**src/rtl/uart_rom_load_controller_pkg.sv**
```systemverilog
// Shared definitions for the UART ROM-load controller.
//   - Default frame sync byte and UART response bytes
//   - FSM state and sticky status encodings
//   - Echo-byte helper
package uart_rom_load_controller_pkg;

  localparam logic [7:0] SYNC_DEFAULT  = 8'hA5;
  localparam logic [7:0] RESP_OK       = 8'h4B;
  localparam logic [7:0] RESP_CSUM     = 8'h45;
  localparam logic [7:0] RESP_TIMEOUT  = 8'h54;
  localparam logic [7:0] RESP_ABORT    = 8'h4F;

  typedef enum logic [2:0] {
    ST_IDLE,
    ST_CNT_HI,
    ST_CNT_LO,
    ST_DATA_HI,
    ST_DATA_LO,
    ST_CHECK
  } state_t;

  typedef enum logic [1:0] {
    STAT_OK      = 2'b00,
    STAT_CSUM    = 2'b01,
    STAT_TIMEOUT = 2'b10,
    STAT_ABORT   = 2'b11
  } status_t;

  // Echo returned per written word: top and bottom nibble of the word.
  function automatic logic [7:0] echo_of(input logic [15:0] word);
    return {word[15:12], word[3:0]};
  endfunction

endpackage

```
**src/rtl/uart_rom_load_controller_timeout.sv**
```systemverilog
// rom_load_timeout: inter-byte watchdog for the ROM-load frame.
// Ports:
//   clk      in   system clock
//   reset_n  in   synchronous active-low reset
//   restart  in   clears the count (a byte arrived)
//   enable   in   count only while high; count is cleared while low
//   expired  out  single-cycle pulse on the TIMEOUT_CYCLES-th enabled cycle
//                 without a restart
module rom_load_timeout #(
  parameter int unsigned TIMEOUT_CYCLES = 25_125_000
) (
  input  logic clk,
  input  logic reset_n,
  input  logic restart,
  input  logic enable,
  output logic expired
);

  localparam int unsigned W = (TIMEOUT_CYCLES > 1) ? $clog2(TIMEOUT_CYCLES) : 1;
  localparam logic [W-1:0] LAST = W'(TIMEOUT_CYCLES - 1);

  logic [W-1:0] count;

  // A restart in the same cycle suppresses expiry: the byte wins.
  assign expired = enable && !restart && (count == LAST);

  always_ff @(posedge clk) begin
    if (!reset_n || restart || !enable) begin
      count <= '0;
    end else if (count == LAST) begin
      count <= '0;
    end else begin
      count <= count + 1'b1;
    end
  end

endmodule

```
**src/rtl/uart_rom_load_controller.sv**
```systemverilog
// uart_rom_load_controller: frame sequencer between the UART byte stream and
// the hack_soc ROM-loader port.
// Frame: SYNC, count hi, count lo, N big-endian words, XOR checksum of data bytes.
// Ports:
//   clk, reset_n                 clock, synchronous active-low reset
//   rx_received/rx_byte/rx_error UART receive side
//   tx_busy, tx_transmit/tx_byte UART transmit side (1-entry response slot)
//   rom_loader_load/sck/data/ack ROM write handshake to hack_soc
//   hack_external_reset          CPU hold-in-reset (load delayed one cycle)
//   busy                         high whenever not idle
//   status                       sticky: 00 ok, 01 checksum, 10 timeout, 11 overrun/rx error
module uart_rom_load_controller
  import uart_rom_load_controller_pkg::*;
#(
  parameter int unsigned TIMEOUT_CYCLES = 25_125_000,
  parameter logic [7:0]  SYNC_BYTE      = SYNC_DEFAULT
) (
  input  logic        clk,
  input  logic        reset_n,
  input  logic        rx_received,
  input  logic [7:0]  rx_byte,
  input  logic        rx_error,
  input  logic        tx_busy,
  output logic        tx_transmit,
  output logic [7:0]  tx_byte,
  output logic        rom_loader_load,
  output logic        rom_loader_sck,
  output logic [15:0] rom_loader_data,
  input  logic        rom_loader_ack,
  output logic        hack_external_reset,
  output logic        busy,
  output logic [1:0]  status
);

  state_t      state;
  status_t     status_q;
  logic [15:0] remaining;
  logic [7:0]  hi_byte;
  logic [7:0]  csum;
  logic [7:0]  chk_byte;
  logic        chk_pending;
  logic        slot_full;
  logic [7:0]  slot_byte;
  logic        timeout_expired;

  logic        abort_req;
  logic [7:0]  abort_byte;
  status_t     abort_code;

  logic        slot_draining;
  logic        ack_fire;

  assign status = status_q;

  rom_load_timeout #(
    .TIMEOUT_CYCLES(TIMEOUT_CYCLES)
  ) u_timeout (
    .clk     (clk),
    .reset_n (reset_n),
    .restart (rx_received),
    .enable  (busy),
    .expired (timeout_expired)
  );

  // The slot is handed to the UART only when it is idle and no pulse was
  // issued last cycle (tx_busy may lag tx_transmit by one cycle).
  assign slot_draining = slot_full && !tx_busy && !tx_transmit;
  assign ack_fire      = rom_loader_sck && rom_loader_ack;

  // Abort priority: rx error, then timeout, then overrun (a low byte that
  // would complete a word while the previous word is still strobed).
  always_comb begin
    abort_req  = 1'b0;
    abort_byte = RESP_ABORT;
    abort_code = STAT_ABORT;
    if (state != ST_IDLE && rx_error) begin
      abort_req = 1'b1;
    end else if (timeout_expired) begin
      abort_req  = 1'b1;
      abort_byte = RESP_TIMEOUT;
      abort_code = STAT_TIMEOUT;
    end else if (state == ST_DATA_LO && rx_received && rom_loader_sck) begin
      abort_req = 1'b1;
    end
  end

  always_ff @(posedge clk) begin
    if (!reset_n) begin
      state               <= ST_IDLE;
      status_q            <= STAT_OK;
      remaining           <= '0;
      hi_byte             <= '0;
      csum                <= '0;
      chk_byte            <= '0;
      chk_pending         <= 1'b0;
      slot_full           <= 1'b0;
      slot_byte           <= '0;
      tx_transmit         <= 1'b0;
      tx_byte             <= '0;
      rom_loader_load     <= 1'b0;
      rom_loader_sck      <= 1'b0;
      rom_loader_data     <= '0;
      hack_external_reset <= 1'b1;
      busy                <= 1'b0;
    end else begin
      hack_external_reset <= rom_loader_load;
      tx_transmit         <= 1'b0;

      if (slot_draining) begin
        tx_transmit <= 1'b1;
        tx_byte     <= slot_byte;
        slot_full   <= 1'b0;
      end

      // Word accepted by hack_soc: release strobe, queue echo if the slot
      // is (or is becoming) free.
      if (ack_fire) begin
        rom_loader_sck <= 1'b0;
        if (!slot_full || slot_draining) begin
          slot_full <= 1'b1;
          slot_byte <= echo_of(rom_loader_data);
        end
      end

      // Status responses are written last so they overwrite a pending echo.
      if (abort_req) begin
        rom_loader_sck  <= 1'b0;
        rom_loader_load <= 1'b0;
        busy            <= 1'b0;
        chk_pending     <= 1'b0;
        state           <= ST_IDLE;
        slot_full       <= 1'b1;
        slot_byte       <= abort_byte;
        status_q        <= abort_code;
      end else begin
        unique case (state)
          ST_IDLE: begin
            if (rx_received && rx_byte == SYNC_BYTE) begin
              rom_loader_load <= 1'b1;
              busy            <= 1'b1;
              csum            <= '0;
              chk_pending     <= 1'b0;
              status_q        <= STAT_OK;
              state           <= ST_CNT_HI;
            end
          end
          ST_CNT_HI: begin
            if (rx_received) begin
              remaining[15:8] <= rx_byte;
              state           <= ST_CNT_LO;
            end
          end
          ST_CNT_LO: begin
            if (rx_received) begin
              remaining[7:0] <= rx_byte;
              state <= ({remaining[15:8], rx_byte} == 16'd0) ? ST_CHECK : ST_DATA_HI;
            end
          end
          ST_DATA_HI: begin
            if (rx_received) begin
              hi_byte <= rx_byte;
              state   <= ST_DATA_LO;
            end
          end
          ST_DATA_LO: begin
            // sck is known low here; a high sck takes the overrun abort path.
            if (rx_received) begin
              rom_loader_data <= {hi_byte, rx_byte};
              rom_loader_sck  <= 1'b1;
              csum            <= csum ^ hi_byte ^ rx_byte;
              if (remaining != 16'd0) begin
                remaining <= remaining - 16'd1;
              end
              state <= (remaining <= 16'd1) ? ST_CHECK : ST_DATA_HI;
            end
          end
          ST_CHECK: begin
            // The checksum byte is parked until the last strobe has dropped.
            if (chk_pending && !rom_loader_sck) begin
              slot_full       <= 1'b1;
              slot_byte       <= (chk_byte == csum) ? RESP_OK : RESP_CSUM;
              status_q        <= (chk_byte == csum) ? STAT_OK : STAT_CSUM;
              rom_loader_load <= 1'b0;
              busy            <= 1'b0;
              chk_pending     <= 1'b0;
              state           <= ST_IDLE;
            end else if (rx_received && !chk_pending) begin
              chk_byte    <= rx_byte;
              chk_pending <= 1'b1;
            end
          end
          default: state <= ST_IDLE;
        endcase
      end
    end
  end

endmodule

```
**config.mk**
```make
export PLATFORM = sky130hd
export DESIGN_NAME = uart_rom_load_controller
export DESIGN_NICKNAME = d
export VERILOG_FILES = /design/src/rtl/uart_rom_load_controller_pkg.sv /design/src/rtl/uart_rom_load_controller_timeout.sv /design/src/rtl/uart_rom_load_controller.sv
export SDC_FILE = /design/constraint.sdc
export NUM_CORES = 1
export LEC_CHECK = 0
export BUFFER_PORTS_ARGS = -buffer_cell sky130_fd_sc_hd__buf_2
export CAP_MARGIN = 15
export CORE_ASPECT_RATIO = 0.9
export CORE_MARGIN = 5
export CORE_UTILIZATION = 40
export CTS_CLUSTER_DIAMETER = 100
export DETAILED_ROUTE_END_ITERATION = 12
export GPL_TIMING_DRIVEN = 0
export PLACE_DENSITY = 0.59
export SLEW_MARGIN = 20
export SYNTH_ARGS = -nofsm -noshare
export SYNTH_HDL_FRONTEND = slang
export SYNTH_SLANG_ARGS = --single-unit
```
**constraint.sdc**
```tcl
create_clock -name clk -period 1.85 [get_ports clk]
set_input_delay 0.2775 -clock clk [delete_from_list [all_inputs] [get_ports clk]]
set_output_delay 0.2775 -clock clk [all_outputs]
set_load 0.02 [all_outputs]
```
==> metrics <==
largest net degree at the start of global routing 18; Setup Viol. Count Final 26; H-tree depth 3; CTS tree yes; starting density of the core 40.3%; gp weighted congestion between 0.9 and 1; f_max 0.519 GHz; GR Overflow Total 0; Switching Share ~22%; Hold Path End rom_loader_sck; VDD IR-drop max 478 uV; Worst R2R Setup Slack -0.08 ns; leakage 2.76 nW; Netlist cell types 67; combinational share of power 3.9%; share of cells above drive strength 1 37.7%; Hold Crit Class primary input to register; Layout Nets 743; max-cap viol count 0; Tightest Pin Transition 0.917 ns; Clock Power Share between 40% and 50%; area grow syn2layout 36.4%; Post-synth ARST share 0%; Startpoint Class register; RSZ-0062 raised after global routing true; Core Rows 40; Root Driver clkbuf_16; post-synthesis instance total 631; Die H 119 um; Synth Area in Compound Gates between 15 and 20%; cell area power density around 640 nW/um^2; Yosys warning count 0; DRC 0; violated checks setup timing; mux cell area share after synthesis 6.93%; DP Worst Slack -0.746 ns; clock net sink count 108; sequential share of power 50.1%; Worst path max stage delay approximately 0.64 ns; post-route ant nets 0; number of CTS-inserted buffers 9; largest family of logic cells by synthesized area simple AND/OR/NAND/NOR gates; highest metal used met4; PnR Total Power roughly 0.0046 W; Worst EP arrival about 2.2 ns; reg2reg start state[1]; final period utilization 104%; ant diodes 0; wl on met1 between 7 and 8 mm; First-pass DRT Iterations 5; critical path fanouts, max 8; vias per std cell ~5.7; Synth Area in XOR/XNOR 6.76%; chip width 131 um; Post-synth EDFFs 0; total number of vias 5121; Crit path required time 2.11 ns; Final Hold Viols 0; Longest Clk Path Bufs 2; worst setup path category register to register; outcome complete, but fails checks; metal2 WL 7.50 mm; initial antenna violation count 0; drt total wl 16.4 mm; CP endpoint kind register; number of global-route vias before repair 4947; I/O pin count 45; placed inst area 5770 um^2; post-synthesis adder-cell area fraction less than 1%; area of the mapped netlist ~5300 um^2; initial DRC count 351; Worst Min Path Start rom_loader_ack; syn nets 649; I/O Buffers 38; dpl hpwl 10.6 mm; Slew Viols, Final 0; Worst Hold Depth 3; core area between 10000 and 15000 um^2; CP cell instances or3_4, or4_4, nand2_2, o2bb2ai_1, a31o_1; final instance area 7240 um^2; DIE AREA 15700 um^2; relative max-transition margin 38.9%; syn_area_per_cell between 8 and 9 um^2; clk_lat worst skew 0.36 ns; min Tclk post-route between 1.5 and 2 ns; CP max-delay cell or4_4; Worst R2R Path Depth 5; FF-to-FF End status[0]; Worst Slack Setup Final -0.0759 ns; CTS clock-pin slew for the worst setup and hold paths approximately 0.070 ns; first-pass GRT wire length 26.2 mm; drt wl/cell approximately 18 um; dominant synthesized flop cell dfxtp_1; Setup TNS -0.912 ns; Psw between 0.001 and 0.0015 W; GR Util All Layers 20.5%; clk_skew 0.00775 ns; Synth Register Bits about 110; sequential share of the synthesized area 40.7%; Synth Area in Simple Gates between 20 and 25%; routed wl met3 902 um; Pint 0.00360 W
cell usage in the layout (no fill, tap or decap), types with 8 or more instances in the layout:
cell	n
a21oi_1	21
clkbuf_16	11
nand2_1	51
buf_8	8
nor4_1	11
dfxtp_2	18
clkbuf_1	12
nor2_2	9
nor2_1	73
mux2i_1	30
xor2_1	20
nand3_1	16
buf_6	18
a21oi_2	23
xnor2_1	21
buf_2	42
dfxtp_1	86
nor3_1	16
buf_4	31
nand2_2	14
synthesized netlist by cell type, drive strengths merged, types with 5 or more instances:
| master | count | share of area, % |
|---|---|---|
| o311ai | 5 | 0.82 |
| o21ai | 11 | 1.0 |
| mux2 | 6 | 1.3 |
| a32o | 7 | 1.4 |
| mux2i | 30 | 5.7 |
| clkbuf | 32 | 2.3 |
| inv | 7 | 0.49 |
| xnor2 | 21 | 3.5 |
| a211oi | 6 | 1.0 |
| dfxtp | 108 | 41 |
| nand4 | 6 | 0.71 |
| nor4 | 16 | 1.9 |
| or4 | 8 | 1.3 |
| a21oi | 44 | 4.1 |
| buf | 13 | 1.4 |
| xor2 | 20 | 3.3 |
| a21o | 5 | 0.73 |
| nand2b | 6 | 0.71 |
| nor3 | 20 | 2.1 |
| nand3 | 22 | 2.1 |
| nor2 | 84 | 5.9 |
| o31ai | 9 | 1.3 |
| nand2 | 72 | 5.1 |
metal layers:
metal  vias up  track usage, %
met5         -               0
met1      2477            27.7
li1       2448               -
met2       164            32.2
met3        32            4.52
met4         0            7.13
power groups by stage:
stage | Sequential [W] | Combinational (W) | Clock [W]
final | 0.00232 | 0.000182 | 0.00213
after global routing | 0.00232 | 0.000193 | 0.00226
after CTS | 0.00232 | 0.000171 | 0.00217
after detailed placement | 0.00238 | 0.000147 | 0
after global placement | 0.00238 | 0.000147 | 0
after floorplan | 0.00238 | 0.0000810 | 0
logic make-up after synthesis:
group / after synthesis
and+or+nand+nor: 268
AOI/OAI and AO/OA: 121
DFF: 108
buffers and inverters: 53
xor gates and xnor gates: 41
muxes: 36
adders and majority gates: 4
what timing repair did:
item / in CTS / in global routing
pin swaps: 55 / 39
setup endpoints to repair: 98 / 97
gates cloned: 6 / 0
hold buffers: 0 / 0
resized for setup: 135 / 88
setup buffers: 34 / 12
state kept, by name (all words and copies together), names as in the netlist:
| signal | count |
|---|---|
| busy | 1 |
| state | 3 |
| tx_transmit | 1 |
| slot_byte | 8 |
| chk_pending | 1 |
| csum | 8 |
| hack_external_reset | 1 |
| slot_full | 1 |
| hi_byte | 8 |
| u_timeout.count | 25 |
| rom_loader_sck | 1 |
| tx_byte | 8 |
| remaining | 16 |
| chk_byte | 8 |
| rom_loader_data | 16 |
| status | 2 |
worst max path at each step:
| stage | startpoint | end | slack (ns) |
|---|---|---|---|
| after CTS | state[2] | csum[4] | -0.1 |
| after detailed placement | state[1] | csum[3] | -0.75 |
| after global placement | state[1] | csum[2] | -0.70 |
| final | state[1] | status[0] | -0.08 |
| after global routing | remaining[9] | remaining[14] | -0.15 |
| after floorplan | rx_byte[3] | status[0] | -0.14 |
final cells by class:
type                            count  area (um^2)
Fill cell                        1176         5920
Multi-Input combinational cell    470         3500
Sequential cell                   108         2200
Timing Repair Buffer               90          693
Buffer                             38          280
Clock buffer                       11          243
Tap cell                          168          210
Clock inverter                      5         82.6
Inverter                            8         30.0
metrics by stage:
stage               hold WS (ns)  utilization (%)  instances
floorplan                  0.413                -        631
global placement           0.436             43.8        837
detailed placement         0.442             43.8        837
CTS                        0.212             52.4        888
global route               0.231             55.0        898
finish                     0.226             55.0        898
worst max-delay path, delay by kind of cell, from the launching register on:
family | cells | cell delay, ns
AO/OA/AOI/OAI | 2 | 0.27
AND/OR/NAND/NOR | 3 | 1.22
flip-flops | 1 | 0.34
No activity file was read; power rests on OpenSTA's default activity.
